===== config.mk =====
export PLATFORM = sky130hd
export DESIGN_NAME = interrupt_sequencer
export DESIGN_NICKNAME = d
export VERILOG_FILES = /design/src/rtl/cpu_int_pkg.sv /design/src/rtl/nmi_edge_detect.sv /design/src/rtl/interrupt_sequencer.sv
export SDC_FILE = /design/constraint.sdc
export NUM_CORES = 1
export LEC_CHECK = 0
export ABC_CLOCK_PERIOD_IN_PS = 5900
export CAP_MARGIN = 5
export CORE_MARGIN = 3
export CORE_UTILIZATION = 40
export DETAILED_ROUTE_END_ITERATION = 8
export PLACE_DENSITY = 0.78
export SLEW_MARGIN = 20
export SYNTH_ARGS = -nofsm -noshare
export SYNTH_HDL_FRONTEND = slang
export SYNTH_HIERARCHICAL = 1
export SYNTH_SLANG_ARGS = --single-unit

===== constraint.sdc =====
create_clock -name phi1 -period 5.9 [get_ports phi1]
set_input_delay 1.18 -clock phi1 [delete_from_list [all_inputs] [get_ports phi1]]
set_output_delay 1.18 -clock phi1 [all_outputs]
set_load 0.03 [all_outputs]

===== src/rtl/cpu_int_pkg.sv =====
// ---------------------------------------------------------------------------
// cpu_int_pkg : shared state/source encodings and default vectors
// Rev 1.0
// ---------------------------------------------------------------------------
`default_nettype none

package cpu_int_pkg;

  typedef enum logic [3:0] {
    ST_IDLE = 4'd0,
    ST_HOLD = 4'd1,
    ST_S0   = 4'd2,
    ST_S1   = 4'd3,
    ST_S2   = 4'd4,
    ST_S3   = 4'd5,
    ST_S4   = 4'd6,
    ST_S5   = 4'd7,
    ST_S6   = 4'd8
  } state_e;

  typedef enum logic [1:0] {
    SRC_RES = 2'd0,
    SRC_NMI = 2'd1,
    SRC_IRQ = 2'd2,
    SRC_BRK = 2'd3
  } src_e;

  localparam logic [1:0] C_PUSH_PCH  = 2'd0;
  localparam logic [1:0] C_PUSH_PCL  = 2'd1;
  localparam logic [1:0] C_PUSH_P    = 2'd2;
  localparam logic [1:0] C_PUSH_NONE = 2'd3;

  localparam logic [15:0] C_VEC_NMI = 16'hFFFA;
  localparam logic [15:0] C_VEC_RES = 16'hFFFC;
  localparam logic [15:0] C_VEC_IRQ = 16'hFFFE;

  // S0..S6 are contiguous in the encoding, so the step is an offset from S0.
  function automatic logic [2:0] step_of(input state_e s);
    logic [3:0] w_off;
    w_off = s - ST_S0;
    if (s inside {ST_S0, ST_S1, ST_S2, ST_S3, ST_S4, ST_S5, ST_S6})
      return w_off[2:0];
    else
      return 3'd0;
  endfunction

endpackage

`default_nettype wire


===== src/rtl/nmi_edge_detect.sv =====
// ---------------------------------------------------------------------------
// nmi_edge_detect : NMI falling-edge capture with set-wins pending clear
// Rev 1.0
// ---------------------------------------------------------------------------
`default_nettype none

module nmi_edge_detect (
  input  logic phi1,
  input  logic rstAll,
  input  logic nmiL_i,
  input  logic clr_i,
  output logic edge_o,
  output logic req_o
);

  logic sample_q;
  logic pend_q;
  logic pend_d;

  assign edge_o = sample_q & ~nmiL_i;
  // An edge seen this cycle counts as pending so a coincident poll takes it.
  assign req_o  = pend_q | edge_o;
  assign pend_d = edge_o | (pend_q & ~clr_i);

  always_ff @(posedge phi1 or posedge rstAll) begin
    if (rstAll) begin
      sample_q <= 1'b1;
      pend_q   <= 1'b0;
    end else begin
      sample_q <= nmiL_i;
      pend_q   <= pend_d;
    end
  end

endmodule

`default_nettype wire


===== src/rtl/interrupt_sequencer.sv =====
// ---------------------------------------------------------------------------
// interrupt_sequencer : 6502C RES/NMI/IRQ/BRK arbitration and 7-cycle entry
// Optional feature macro: NMI_HIJACK_EN (late NMI steals IRQ/BRK vector)
// Rev 1.0
// ---------------------------------------------------------------------------
`default_nettype none

module interrupt_sequencer
  import cpu_int_pkg::*;
#(
  parameter logic [15:0] VEC_NMI = C_VEC_NMI,
  parameter logic [15:0] VEC_RES = C_VEC_RES,
  parameter logic [15:0] VEC_IRQ = C_VEC_IRQ
) (
  input  logic        phi1,
  input  logic        rstAll,
  input  logic        NMI_L,
  input  logic        IRQ_L,
  input  logic        RES_L,
  input  logic        iFlag,
  input  logic        rdy,
  input  logic        instrDone,
  input  logic        brkOp,
  output logic        busy,
  output logic        forceBrk,
  output logic [2:0]  step,
  output logic        stackCyc,
  output logic        stackWr,
  output logic [1:0]  pushSel,
  output logic        pushB,
  output logic        vecFetch,
  output logic [15:0] vecAddr,
  output logic        setI,
  output logic        nmiHandled,
  output logic        irqHandled,
  output logic        resHandled
);

  state_e      state_q;
  src_e        src_q;
  src_e        w_vecSrc;
  logic        w_nmiEdge;
  logic        w_nmiReq;
  logic        w_irqPend;
  logic        w_adv;
  logic        w_done;
  logic        w_hijack;
  logic [15:0] w_vecBase;

  nmi_edge_detect u_nmi (
    .phi1   (phi1),
    .rstAll (rstAll),
    .nmiL_i (NMI_L),
    .clr_i  (nmiHandled),
    .edge_o (w_nmiEdge),
    .req_o  (w_nmiReq)
  );

  assign w_irqPend = ~IRQ_L & ~iFlag;

  // Stack writes for hardware/BRK sources ignore RDY; everything else reads.
  always_comb begin
    w_adv = rdy;
    if ((state_q inside {ST_S2, ST_S3, ST_S4}) && (src_q != SRC_RES))
      w_adv = 1'b1;
  end

  always_ff @(posedge phi1 or posedge rstAll) begin
    if (rstAll) begin
      state_q <= ST_IDLE;
      src_q   <= SRC_IRQ;
    end else if (!RES_L) begin
      state_q <= ST_HOLD;
    end else begin
      case (state_q)
        ST_IDLE: begin
          if (instrDone && rdy && (w_nmiReq || w_irqPend)) begin
            state_q <= ST_S0;
            src_q   <= w_nmiReq ? SRC_NMI : SRC_IRQ;
          end else if (brkOp && rdy) begin
            state_q <= ST_S1;
            src_q   <= SRC_BRK;
          end
        end
        ST_HOLD: begin
          state_q <= ST_S0;
          src_q   <= SRC_RES;
        end
        ST_S6: begin
          if (rdy) state_q <= ST_IDLE;
        end
        default: begin
          if (w_adv) state_q <= state_e'(state_q + 4'd1);
        end
      endcase
    end
  end

`ifdef NMI_HIJACK_EN
  logic hijack_q;

  always_ff @(posedge phi1 or posedge rstAll) begin
    if (rstAll) begin
      hijack_q <= 1'b0;
    end else if (!RES_L || (state_q == ST_IDLE) || (state_q == ST_HOLD)) begin
      hijack_q <= 1'b0;
    end else if (w_nmiEdge && (state_q inside {ST_S0, ST_S1, ST_S2, ST_S3, ST_S4})
                 && (src_q inside {SRC_IRQ, SRC_BRK})) begin
      hijack_q <= 1'b1;
    end
  end

  assign w_hijack = hijack_q;
`else
  logic w_unusedEdge;
  assign w_unusedEdge = w_nmiEdge;
  assign w_hijack     = 1'b0;
`endif

  assign w_vecSrc = w_hijack ? SRC_NMI : src_q;

  always_comb begin
    w_vecBase = VEC_IRQ;
    case (w_vecSrc)
      SRC_RES: w_vecBase = VEC_RES;
      SRC_NMI: w_vecBase = VEC_NMI;
      default: w_vecBase = VEC_IRQ;
    endcase
  end

  always_comb begin
    pushSel = C_PUSH_NONE;
    case (state_q)
      ST_S2:   pushSel = C_PUSH_PCH;
      ST_S3:   pushSel = C_PUSH_PCL;
      ST_S4:   pushSel = C_PUSH_P;
      default: pushSel = C_PUSH_NONE;
    endcase
  end

  assign busy     = (state_q != ST_IDLE);
  assign forceBrk = (state_q == ST_S0);
  assign step     = step_of(state_q);
  assign stackCyc = (state_q inside {ST_S2, ST_S3, ST_S4});
  assign stackWr  = stackCyc & (src_q != SRC_RES);
  assign pushB    = busy & (src_q == SRC_BRK);
  assign vecFetch = (state_q == ST_S5) || (state_q == ST_S6);
  assign vecAddr  = w_vecBase + {15'd0, (state_q == ST_S6)};

  // A reset assertion in S6 aborts the entry, so completion also needs RES_L.
  assign w_done     = (state_q == ST_S6) & rdy & RES_L;
  assign setI       = w_done;
  assign resHandled = w_done & (src_q == SRC_RES);
  assign nmiHandled = w_done & ((src_q == SRC_NMI) | w_hijack);
  assign irqHandled = w_done & (src_q == SRC_IRQ) & ~w_hijack;

endmodule

`default_nettype wire


==> results.yml, run 1 <==
global_route:
  grt_overflow: 0
  antenna_found_initial: 0
  grt_max_degree: 14
  grt_pass1_vias: 695
  grt_first_pass_wirelength_mm: 3.09
  use_met2_pct: 25.2
  grt_usage_pct: 15.2
  gr-usage-met1_pct: 18.1
  met3_usage_pct: 5.13
  top_usage_layer: "met2"
clock_tree:
  cts_buffer_depth: 2
  cts_tree: "done"
  path_clk_slew_ps: 50
  htreeDepth: 1
  cts-resized-gates: 0
  ctsRootBufferMaster: "clkbuf_4"
  clock_sinks: 8
  clk_latency_ps: 250
  cts-hold-fix-buffers: 0
  cts_buffers: 3
  post_cts_buffers: 0
place:
  place.gp.congestion: 0.881
  dp_hpwl_mm: 1.60
  postPlaceCellArea_um2: 1090
  dp_slack_ps: 1750
  io_buffers: 26
layout:
  num-nets-final: 146
  utilization_pct: 55.6
  fillCellCount: 196
  design_area_um2: 1110
  drive_gt1_share_pct: 13.1
  syn_to_final_growth_pct: 28.1
  num_antenna_cells: 0
floorplan:
  ios: 40
  start_util_pct: 43.4
  die_h_um: 52.6
  die_area_um2: 2770
  dieWidth_um: 52.6
  num_rows: 16
  core_area_um2: 2000
detailed_routing:
  ant_nets: 0
  vias: 815
  avgViaCountPerCell: 5.19
  wl_per_cell_um: 12.6
  wl_mm: 1.97
  drc_errors: 0
  drt_iter0_markers: 33
  drtPass1Iterations: 4
setup_path:
  start_kind: "input port"
  cp_data_required_time_ps: 4720
  end_kind: "output port"
  crit_type: "input port to output port"
  cp_max_fo: 10
  critPathArrivalTime_ps: 2970
sta:
  drv_slew: 0
  skew_ps: 1.76
  hold_viol_final: 0
  fin_crit_sh_pct: 70.3
  fmax_mhz: 241
  setup-violations-final: 0
  finalCriticalPeriod_ps: 4150
  final.setup.tns_ps: 0
  rsz0062_at_grt: "false"
  setup_ws_ps: 1750
logic_synthesis:
  synth_cells: 107
  syn_area_um2: 868
  ys_warn_count: 6
  postSynthAreaPerCell_um2: 8.12
run_status:
  status: "completed"
pwr:
  powerDensity_nw_per_um2: 444
  power_leakage_nw: 0.508
  ir_drop_uv: 240
worst_hold_path:
  min_path_type: "flop to flop"
run:
  cap_violations: 0
[worst max-delay path, cell delays in order]
cell             delay [ps]
clkdlybuf4s50_1         680
nand3_1                 210
nor3b_1                 210
clkdlybuf4s50_1         690
[cells in the final DEF (no fill, tap or decap), types with 3 or more instances in the layout]
cell type and instances:
a31oi_1 3, nand2_1 3, inv_1 8, dfrtp_1 6, clkbuf_4 3, conb_1 13
nor2_1 11, nor3b_1 3, o21bai_1 3, nand2b_1 3, ha_1 5, clkdlybuf4s50_1 26
[where the power goes]
part / leakage (nW) / total (mW) / switching, mW / internal [mW]
clock network: 0.0138 / 0.0411 / 0.0179 / 0.0232
logic: 0.402 / 0.357 / 0.203 / 0.153
registers: 0.0922 / 0.0960 / 0.0225 / 0.0735
total: 0.508 / 0.494 / 0.243 / 0.250
[layer usage]
metal / vias to the layer above / part of all wire, %
li1: 396 / -
met1: 381 / 40
met2: 33 / 51
met3: 5 / 6.2
met4: 0 / 1.8
met5: - / 0
[stage by stage]
stage / hold WS [ps] / instances / power, mW
after floorplan: 501 / 119 / 0.353
after global routing: 543 / 157 / 0.532
after CTS: 532 / 157 / 0.496
after global placement: 526 / 154 / 0.445
after detailed placement: 520 / 154 / 0.452
final: 531 / 157 / 0.494
[state kept, by name, indices dropped and copies added (netlist names)]
name	flops
src_q	2
state_q	4
u_nmi/pend_q	1
u_nmi/sample_q	1
[final cells by class]
type                            instances  area (um^2)  share of cell area, %
Clock buffer                            3         22.5                   2.02
Tap cell                               27         33.8                   3.04
Multi-Input combinational cell         85          563                   50.6
Sequential cell                         8          203                   18.2
Inverter                                8         30.0                   2.70
Timing Repair Buffer                   26          260                   23.4
[worst paths after layout]
path / startpoint / end / slack (ps) / cells after the start
min reg2reg: u_nmi/sample_q / u_nmi/pend_q / 530 / 2
min in group asynchronous: rstAll / u_nmi/pend_q / 1100 / 2
min: u_nmi/sample_q / u_nmi/pend_q / 530 / 2
max: RES_L / irqHandled / 1750 / 4
max in group asynchronous: rstAll / src_q[1] / 4450 / 2
max reg2reg: state_q[0] / state_q[0] / 3610 / 6
Power figures use the tool's default switching activity.
==> inputs of run 2 (changes only) <==
--- a/config.mk
+++ b/config.mk
@@ -5,7 +5,7 @@
 export SDC_FILE = /design/constraint.sdc
 export NUM_CORES = 1
 export LEC_CHECK = 0
-export ABC_CLOCK_PERIOD_IN_PS = 5900
+export ABC_CLOCK_PERIOD_IN_PS = 4300
 export CAP_MARGIN = 5
 export CORE_MARGIN = 3
 export CORE_UTILIZATION = 40
==> constraint.sdc (replaced) <==
create_clock -name phi1 -period 4.3 [get_ports phi1]
set_input_delay 0.86 -clock phi1 [delete_from_list [all_inputs] [get_ports phi1]]
set_output_delay 0.86 -clock phi1 [all_outputs]
set_load 0.03 [all_outputs]
==> results of run 2 <==
The final DEF is identical to that of run 1. Status: completed.
Among the figures that moved: setup slack after placement 1750 ps -> 792 ps; setup slack after layout 1750 ps -> 789 ps; register-to-register setup slack 3610 ps -> 2010 ps; total power 0.494 mW -> 0.677 mW; worst IR drop on VDD 240 uV -> 330 uV
==> inputs of run 3 (changes only) <==
--- a/config.mk
+++ b/config.mk
@@ -5,7 +5,7 @@
 export SDC_FILE = /design/constraint.sdc
 export NUM_CORES = 1
 export LEC_CHECK = 0
-export ABC_CLOCK_PERIOD_IN_PS = 4300
+export ABC_CLOCK_PERIOD_IN_PS = 3600
 export CAP_MARGIN = 5
 export CORE_MARGIN = 3
 export CORE_UTILIZATION = 40
==> constraint.sdc (replaced) <==
create_clock -name phi1 -period 3.6 [get_ports phi1]
set_input_delay 0.72 -clock phi1 [delete_from_list [all_inputs] [get_ports phi1]]
set_output_delay 0.72 -clock phi1 [all_outputs]
set_load 0.03 [all_outputs]
==> results of run 3 <==
The final DEF is identical to that of run 1. Status: completed.
Among the figures that moved: setup slack after placement 1750 ps -> 372 ps; setup slack after layout 1750 ps -> 258 ps; start point of the critical path RES_L -> state_q[0]; register-to-register setup slack 3610 ps -> 1310 ps; total power 0.494 mW -> 0.809 mW; worst IR drop on VDD 240 uV -> 394 uV
